--- src/rtl/pipe_exmem_reg.sv ---
// Y86-64 execute->memory pipeline register: bubble insertion, stall hold and sticky exception squash.
// Optional performance counters are built when PIPE_EXMEM_PERF_EN is defined.

module pipe_exmem_reg #(
    parameter int unsigned DATA_W = 64
`ifdef PIPE_EXMEM_PERF_EN
    , parameter int unsigned CNT_W = 32
`endif
) (
    input  logic              clk,
    input  logic              rst_n,
    input  logic              M_stall,
    input  logic              M_bubble,
    input  logic [2:0]        e_stat,
    input  logic [3:0]        e_icode,
    input  logic              e_Cnd,
    input  logic [DATA_W-1:0] e_valE,
    input  logic [DATA_W-1:0] e_valA,
    input  logic [3:0]        e_dstE,
    input  logic [3:0]        e_dstM,
    input  logic [2:0]        m_stat,
    input  logic [2:0]        W_stat,
    output logic [2:0]        M_stat,
    output logic [3:0]        M_icode,
    output logic              M_Cnd,
    output logic [DATA_W-1:0] M_valE,
    output logic [DATA_W-1:0] M_valA,
    output logic [3:0]        M_dstE,
    output logic [3:0]        M_dstM,
    output logic              M_halted
`ifdef PIPE_EXMEM_PERF_EN
    ,
    output logic [CNT_W-1:0]  perf_bubbles,
    output logic [CNT_W-1:0]  perf_stalls,
    output logic [CNT_W-1:0]  perf_cycles
`endif
);

    localparam int unsigned STAT_W  = 3;
    localparam int unsigned ICODE_W = 4;
    localparam int unsigned REG_W   = 4;

    localparam logic [STAT_W-1:0]  STAT_AOK   = STAT_W'(1);
    localparam logic [STAT_W-1:0]  STAT_HLT   = STAT_W'(2);
    localparam logic [STAT_W-1:0]  STAT_ADR   = STAT_W'(3);
    localparam logic [STAT_W-1:0]  STAT_INS   = STAT_W'(4);
    localparam logic [ICODE_W-1:0] ICODE_NOP  = ICODE_W'(4'h1);
    localparam logic [ICODE_W-1:0] ICODE_CMOV = ICODE_W'(4'h2);
    localparam logic [REG_W-1:0]   REG_NONE   = REG_W'(4'hF);

    logic [STAT_W-1:0]  stat_q,  stat_d;
    logic [ICODE_W-1:0] icode_q, icode_d;
    logic               cnd_q,   cnd_d;
    logic [DATA_W-1:0]  vale_q,  vale_d;
    logic [DATA_W-1:0]  vala_q,  vala_d;
    logic [REG_W-1:0]   dste_q,  dste_d;
    logic [REG_W-1:0]   dstm_q,  dstm_d;
    logic               halted_q, halted_d;
    logic               exc_c;

    function automatic logic is_exc(input logic [STAT_W-1:0] s);
        return (s == STAT_HLT) || (s == STAT_ADR) || (s == STAT_INS);
    endfunction

    assign exc_c = is_exc(m_stat) || is_exc(W_stat);

    // Squash dominates stall; stall dominates bubble; otherwise capture execute results.
    always_comb begin
        stat_d   = stat_q;
        icode_d  = icode_q;
        cnd_d    = cnd_q;
        vale_d   = vale_q;
        vala_d   = vala_q;
        dste_d   = dste_q;
        dstm_d   = dstm_q;
        halted_d = halted_q;
        if (halted_q || exc_c) begin
            stat_d   = STAT_AOK;
            icode_d  = ICODE_NOP;
            cnd_d    = 1'b0;
            vale_d   = '0;
            vala_d   = '0;
            dste_d   = REG_NONE;
            dstm_d   = REG_NONE;
            halted_d = 1'b1;
        end else if (M_stall) begin
            halted_d = halted_q;
        end else if (M_bubble) begin
            stat_d  = STAT_AOK;
            icode_d = ICODE_NOP;
            cnd_d   = 1'b0;
            vale_d  = '0;
            vala_d  = '0;
            dste_d  = REG_NONE;
            dstm_d  = REG_NONE;
        end else begin
            stat_d  = e_stat;
            icode_d = e_icode;
            cnd_d   = e_Cnd;
            vale_d  = e_valE;
            vala_d  = e_valA;
            dste_d  = ((e_icode == ICODE_CMOV) && !e_Cnd) ? REG_NONE : e_dstE;
            dstm_d  = e_dstM;
        end
    end

    always_ff @(posedge clk or negedge rst_n) begin
        if (!rst_n) begin
            stat_q   <= STAT_AOK;
            icode_q  <= ICODE_NOP;
            cnd_q    <= 1'b0;
            vale_q   <= '0;
            vala_q   <= '0;
            dste_q   <= REG_NONE;
            dstm_q   <= REG_NONE;
            halted_q <= 1'b0;
        end else begin
            stat_q   <= stat_d;
            icode_q  <= icode_d;
            cnd_q    <= cnd_d;
            vale_q   <= vale_d;
            vala_q   <= vala_d;
            dste_q   <= dste_d;
            dstm_q   <= dstm_d;
            halted_q <= halted_d;
        end
    end

    assign M_stat   = stat_q;
    assign M_icode  = icode_q;
    assign M_Cnd    = cnd_q;
    assign M_valE   = vale_q;
    assign M_valA   = vala_q;
    assign M_dstE   = dste_q;
    assign M_dstM   = dstm_q;
    assign M_halted = halted_q;

`ifdef PIPE_EXMEM_PERF_EN
    logic [CNT_W-1:0] bub_q, bub_d;
    logic [CNT_W-1:0] stl_q, stl_d;
    logic [CNT_W-1:0] cyc_q, cyc_d;
    logic             bubble_edge_c;
    logic             stall_edge_c;

    assign bubble_edge_c = halted_q || exc_c || (!M_stall && M_bubble);
    assign stall_edge_c  = !(halted_q || exc_c) && M_stall;

    // Saturating event counters.
    always_comb begin
        cyc_d = (cyc_q == '1) ? cyc_q : cyc_q + CNT_W'(1);
        bub_d = bub_q;
        stl_d = stl_q;
        if (bubble_edge_c && (bub_q != '1)) begin
            bub_d = bub_q + CNT_W'(1);
        end
        if (stall_edge_c && (stl_q != '1)) begin
            stl_d = stl_q + CNT_W'(1);
        end
    end

    always_ff @(posedge clk or negedge rst_n) begin
        if (!rst_n) begin
            bub_q <= '0;
            stl_q <= '0;
            cyc_q <= '0;
        end else begin
            bub_q <= bub_d;
            stl_q <= stl_d;
            cyc_q <= cyc_d;
        end
    end

    assign perf_bubbles = bub_q;
    assign perf_stalls  = stl_q;
    assign perf_cycles  = cyc_q;
`endif

endmodule
--- config.mk ---
export PLATFORM = sky130hd
export DESIGN_NAME = pipe_exmem_reg
export DESIGN_NICKNAME = d
export VERILOG_FILES = /design/src/rtl/pipe_exmem_reg.sv
export SDC_FILE = /design/constraint.sdc
export NUM_CORES = 1
export LEC_CHECK = 0
export ABC_AREA = 1
export CORE_UTILIZATION = 40
export CTS_CLUSTER_SIZE = 28
export DETAILED_ROUTE_END_ITERATION = 6
export GPL_ROUTABILITY_DRIVEN = 1
export PLACE_DENSITY_LB_ADDON = 0.12
export SKIP_LAST_GASP = 1
export SLEW_MARGIN = 0
export SYNTH_ARGS = -nofsm -noshare
export SYNTH_HDL_FRONTEND = slang
export SYNTH_SLANG_ARGS = --single-unit
--- constraint.sdc ---
create_clock -name clk -period 1.78 [get_ports clk]
set_clock_uncertainty 0.2 [all_clocks]
set_input_delay 0.356 -clock clk [delete_from_list [all_inputs] [get_ports clk]]
set_output_delay 0.356 -clock clk [all_outputs]
set_load 0.05 [all_outputs]
==> impl_metrics.env, run 1 <==
export IMPL_outcome="finished, final reports clean"
export IMPL_cts_tree="built"
export IMPL_cts_root_buffer_cell="clkbuf_16"
export IMPL_ys_flop_type="dfrtp_1"
export IMPL_synth_top_area_cell="dfrtp_1"
export IMPL_die_area_sq_mm=0.0153
export IMPL_final_cell_mix="buf_12 (158), clkdlybuf4s50_1 (151), dfrtp_1 (135)"
export IMPL_worst_slack_ps=111
export IMPL_track_usage_pct=24.8
export IMPL_syn2layout_area_growth_pct=88.7
export IMPL_setup_viol=0
export IMPL_grt_pass1_vias=5375
export IMPL_path_clk_slew_ps=50
export IMPL_postCtsResizedCells=0
export IMPL_p_leak_nw=4.64
export IMPL_period_share_pct=93.8
export IMPL_post_cts_setup_buffers=0
export IMPL_grt_pass1_wl_mm=28.2
export IMPL_place_gp_congestion=0.783
export IMPL_slew_viol_final=0
export IMPL_drc_errors=0
export IMPL_dp_slack_ps=-118
export IMPL_clock_sinks=145
export IMPL_netlist_area_sq_mm=0.00593
export IMPL_io_buffers=298
export IMPL_start_util_pct=41.0
export IMPL_path_buf_inv=1
export IMPL_relSlewSlack_pct=73.8
export IMPL_irDropWorstVdd_uv=661
export IMPL_dp_hpwl_mm=13.7
export IMPL_nets=959
export IMPL_rows=44
export IMPL_p_per_area_mw_per_mm2=663
export IMPL_yosysTopAreaCellShare_pct=57.0
export IMPL_grt_max_degree=65
export IMPL_syn_nets=665
export IMPL_worst_path_max_fanout=2
export IMPL_synth_area_top_cells="dfrtp_1 (57%), a22oi_1 (13%), a22oi_2 (6.5%)"
export IMPL_finalHoldViolCount=0
export IMPL_hp_class="in -> reg"
export IMPL_path_cells="buf_12"
export IMPL_routedWlPerCell_um=18.5
export IMPL_drt_iter0_markers=233
export IMPL_cts_buffers=17
export IMPL_path_delay_family="flip-flops"
export IMPL_drv_cap=0
export IMPL_critPathSlowestCell="dfstp_2"
export IMPL_viasPerCell=5.20
export IMPL_grt_setup_unrepaired="false"
export IMPL_async_reset_ff_share_pct=100
export IMPL_wirelength_mm=18.6
export IMPL_whs_ps=176
export IMPL_synth_edf_count=0
export IMPL_worstSetupPathType="reg -> out"
export IMPL_post_route_min_period_ps=1670
export IMPL_p_total_mw=7.43
export IMPL_grt_overflow=0
export IMPL_fmax_ghz=0.599
export IMPL_vias=5212
export IMPL_clkLatencyLatePin_ps=410
export IMPL_worst_setup_path_end_kind="output port"
export IMPL_ys_ff_latch=145
export IMPL_required_ps=1220
export IMPL_postSynthAreaPerCell_sq_um=11.6
export IMPL_fp_coreArea_sq_mm=0.0145
export IMPL_die_h_um=124
export IMPL_n_antenna_cell=0
export IMPL_yosys_warnings=0
export IMPL_tightest_slew_ps=393
export IMPL_slowest_delay_ps=560
export IMPL_cts_buffer_depth=2
export IMPL_ys_types=17
export IMPL_antenna_found_initial=0
export IMPL_synthCells=511
export IMPL_final_common_cell="buf_12"
export IMPL_io_pins=299
export IMPL_start_kind="flip-flop"
export IMPL_htree_levels=4
export IMPL_ys_seq_area_share_pct=61.4
export IMPL_die_x_um=124
export IMPL_ant_nets=0
export IMPL_cp_arrival_ps=1110
export IMPL_firstDrtPassIters=5
export IMPL_drive_above_1_share_pct=33.9
==> synthesized netlist by cell type (2+ instances only) <==
cell	count
dfrtp_1	135
nor2_1	102
buf_4	2
o22ai_1	6
buf_2	22
a22oi_1	103
nand3_1	6
inv_1	6
nor2_2	41
clkbuf_1	9
nand2_1	23
buf_6	12
dfstp_2	10
a22oi_2	31
==> where the power goes <==
group          internal (mW)  switching, mW
sequential              3.30              0
combinational          0.417          0.310
clock                   2.13           1.27
==> final cells by class <==
class / count / area [sq um]
timing repair buffer: 320 / 4760
sequential: 145 / 3640
fill: 876 / 3290
multi-input combinational: 313 / 1970
clock buffer: 26 / 479
tap: 184 / 230
clock inverter: 6 / 80.1
inverter: 8 / 32.5
==> kinds of logic (layout without fill, tap and decap cells) <==
group	count (synthesis)	count (layout)	synth area share, %
AND/OR/NAND/NOR	173	173	12.9
flip-flops	145	145	61.4
AO/OA/AOI/OAI	140	140	20.2
buffers and inverters	53	360	5.46
==> registers in the layout, summed over array words and instances, names as in the netlist <==
name,count
M_dstE,4
M_icode,4
M_Cnd,1
M_valA,64
M_stat,3
M_halted,1
M_dstM,4
M_valE,64
==> worst paths after layout <==
path | cells after the start | endpoint | slack [ps] | startpoint
worst min register to register | 2 | M_dstE[2] | 330 | M_dstE[2]
worst max-delay path | 1 | M_dstM[0] | 110 | M_dstM[0]
max in group asynchronous | 3 | M_dstM[3] | 520 | rst_n
worst min-delay path | 3 | M_valE[49] | 180 | M_stall
min in group asynchronous | 2 | M_valA[51] | 220 | rst_n
worst max register to register | 6 | M_valA[21] | 360 | M_halted
==> per-layer routing <==
metal  vias to the layer above  global-route usage (%)  share of wire [%]
met5                         -                       0                  0
met4                         0                    10.5                2.5
met3                        25                    8.01                8.9
met2                       229                    43.8                 53
met1                      2573                    27.3                 35
li1                       2385                       -                  -
==> repair_timing <==
item / 4_1_cts / 5_1_grt
endpoints found under the hold margin: 46 / 0
endpoints found under the setup margin: 0 / 0
hold buffers: 1 / 0
==> metrics by stage <==
| stage | utilization (%) | cells | setup TNS, ps | cell area [sq um] |
|---|---|---|---|---|
| 5_1_grt | 77.3 | 1002 | 0 | 11200 |
| 3_5_place_dp | 73.4 | 969 | -9860 | 10600 |
| 2_1_floorplan | - | 511 | 0 | 5930 |
| 3_3_place_gp | 73.4 | 969 | -9550 | 10600 |
| 6_report | 77.3 | 1002 | 0 | 11200 |
| 4_1_cts | 77.3 | 1002 | 0 | 11200 |
Note: power is estimated with default switching activity, not from simulation.
==> run 2: changes to the inputs <==
- CAP_MARGIN: unset -> 20
==> results of run 2 <==
Same layout as run 1: the final DEF is identical, and so are final timing and power.
==> RTL edit (settings of run 1) <==
The option `PIPE_EXMEM_PERF_EN` is turned on by a define.
--- a/src/rtl/pipe_exmem_reg.sv
+++ b/src/rtl/pipe_exmem_reg.sv
@@ -2,2 +2,4 @@
 // Optional performance counters are built when PIPE_EXMEM_PERF_EN is defined.
+
+`define PIPE_EXMEM_PERF_EN
 
Formal check against the unedited RTL (old outputs only; new: perf_bubbles, perf_cycles and perf_stalls): equivalent (equiv_simple and equiv_induct, registers matched by name and starting in step).
==> RTL edit against run 1 <==
The run now ends with negative setup slack left. Setup slack got worse by 180 ps. Cell area grew 100%. Routed wire length rose to 2.6 times the old value. Sequential cell count is 96 higher. Area after synthesis increased by 98%. Global-route usage is 4.7 points higher. Power up 63%. Count of clock-buffer cells in the layout up 11. Cell count increased to 2.7 times the old value. Critical endpoint is now perf_stalls[29]$_DFFE_PN0P_.
==> RTL edit: results (changes against run 1) <==
metric,value,unit,change
Flop pwr share,0.452,,+0.008
peak supply drop,0.000567,V,-14%
wire length on met2,23.7,mm,+140%
Pleak,10.8,nW,+130%
layout cells sized above 1,0.351,,+0.0128
gpl congestion,0.977,,+25%
initial antenna violation count,1,,+1
number of H-tree levels,1,,-3
Metal-1 WL,17.5,mm,+170%
pre-CTS WS,-655,ps,-536 ps
placed standard-cell area,19800,um2,+86%
top layer in use,met4,,
final setup fails,80,,+80
GRT Overall Usage,0.295,,+0.0472
min-delay worst type,input pin to asynchronous set/reset pin,,
"Net Count, Synth",1774,,+170%
Max Root-Sink Buffers,3,,+1
Synth top cells by count,"nand2_1, dfrtp_1, nor2_1",,
sequential power,0.00548,W,+66%
Final WS setup,-73.7,ps,-185 ps
status,finished with violations,,
synth top area cells,"dfrtp_1, nand2_1, nor2_1",,
initial DRC count,794,,+240%
Worst-path clk slew,70,ps,+20 ps
first-pass GRT wire length,70.2,mm,+150%
vias per cell,4.98,,-4.3%
Setup Total Neg Slack,-1550,ps,-1550 ps
DR vias,13300,,+160%
worst skew pair latency,550,ps,+140 ps
Die X,173,um,+40%
Int Power,0.00950,W,+62%
Synth Area per Inst,7.27,um2,-37%
vias in the first global route,13100,,+140%
slowest CP cell,dfrtp_2,,
sequential fraction of the synthesis area,0.514,,-0.100
ys async rst share,1.00,,unchanged
met2 Use GR,0.520,,+0.0829
Logic pwr share,0.044,,-0.054
met1 Usage GRT,0.344,,+0.0715
Netlist cell types,31,,+14
failing checks,negative setup slack,,
WP data arrival,2080,ps,+970 ps
# placed instances,2498,,+160%
slew margin rel.,0.720,,-0.0177
drt wl/cell,17.7,um,-4.3%
largest net degree at the start of global routing,55,,-15%
Setup crit start,perf_stalls[7]$_DFFE_PN0P_,,
Crit Path Max Fanout,3,,+1
GRT met3 Usage,0.0675,,-0.0126
CTS Buf Count,28,,+11
R2R cell count,11,,+5
wire length on met3,3.80,mm,+130%
Worst path max stage delay,400,ps,-160 ps
Port Buffer Count,394,,+32%
Layout Nets,2421,,+150%
DP Wirelength,32.5,mm,+140%
Clk Tree Root Cell,clkbuf_16,,
## RTL edit: cell types whose count changed in the layout (fill, tap and decap cells not counted), moves of 16 or more
cell,delta
inv_1,+76
buf_12,+99
clkbuf_16,+24
buf_6,+76
a22oi_2,-31
buf_4,+147
a22oi_1,-103
nor2_4,+16
nand2_1,+830
nand3_1,+67
nand2_2,+37
dfrtp_2,+84
## RTL edit: cells by family after synthesis
group	count (synthesis)	synth area share
DFF	241	0.514
AOI/OAI and AO/OA	19	0.00830
and+or+nand+nor	1196	0.405
adders and majority gates	3	0.00319
buffers and inverters	133	0.0511
xor gates and xnor gates	25	0.0186
## RTL edit: worst max-delay path: cells and delay by family, from the launching register on
family / cells / cell delay (ps)
DFF: 1 / 400
buffers and inverters: 2 / 290
and+or+nand+nor: 9 / 850
## RTL edit: cell type report
cell class | count | area [um2]
antenna | 1 | 2.50
clock buffer | 37 | 786
clock inverter | 14 | 189
fill | 1818 | 5980
inverter | 89 | 360
multi-input combinational | 1243 | 5670
sequential | 241 | 6150
tap | 384 | 480
timing repair buffer | 661 | 9170
## RTL edit: timing repair
item                                    CTS  global route
endpoints found under the setup margin  315           255
pin swaps                                 1            33
buffers inserted                         82            44
cloned                                    1            13
hold buffers                              1             0
resized for setup                        98           160
hold endpoints to repair                231             0
## RTL edit: path summary, 6_finish.rpt
path                       slack, ps                     endpoint
min                              100       M_valE[53]$_DFFE_PN0P_
max                              -70  perf_stalls[29]$_DFFE_PN0P_
max in group asynchronous        640  perf_stalls[27]$_DFFE_PN0P_
min in group clk                 140       M_valE[11]$_DFFE_PN0P_
min reg2reg                      330        M_dstE[2]$_DFFE_PN1P_
max reg2reg                      -70  perf_stalls[29]$_DFFE_PN0P_
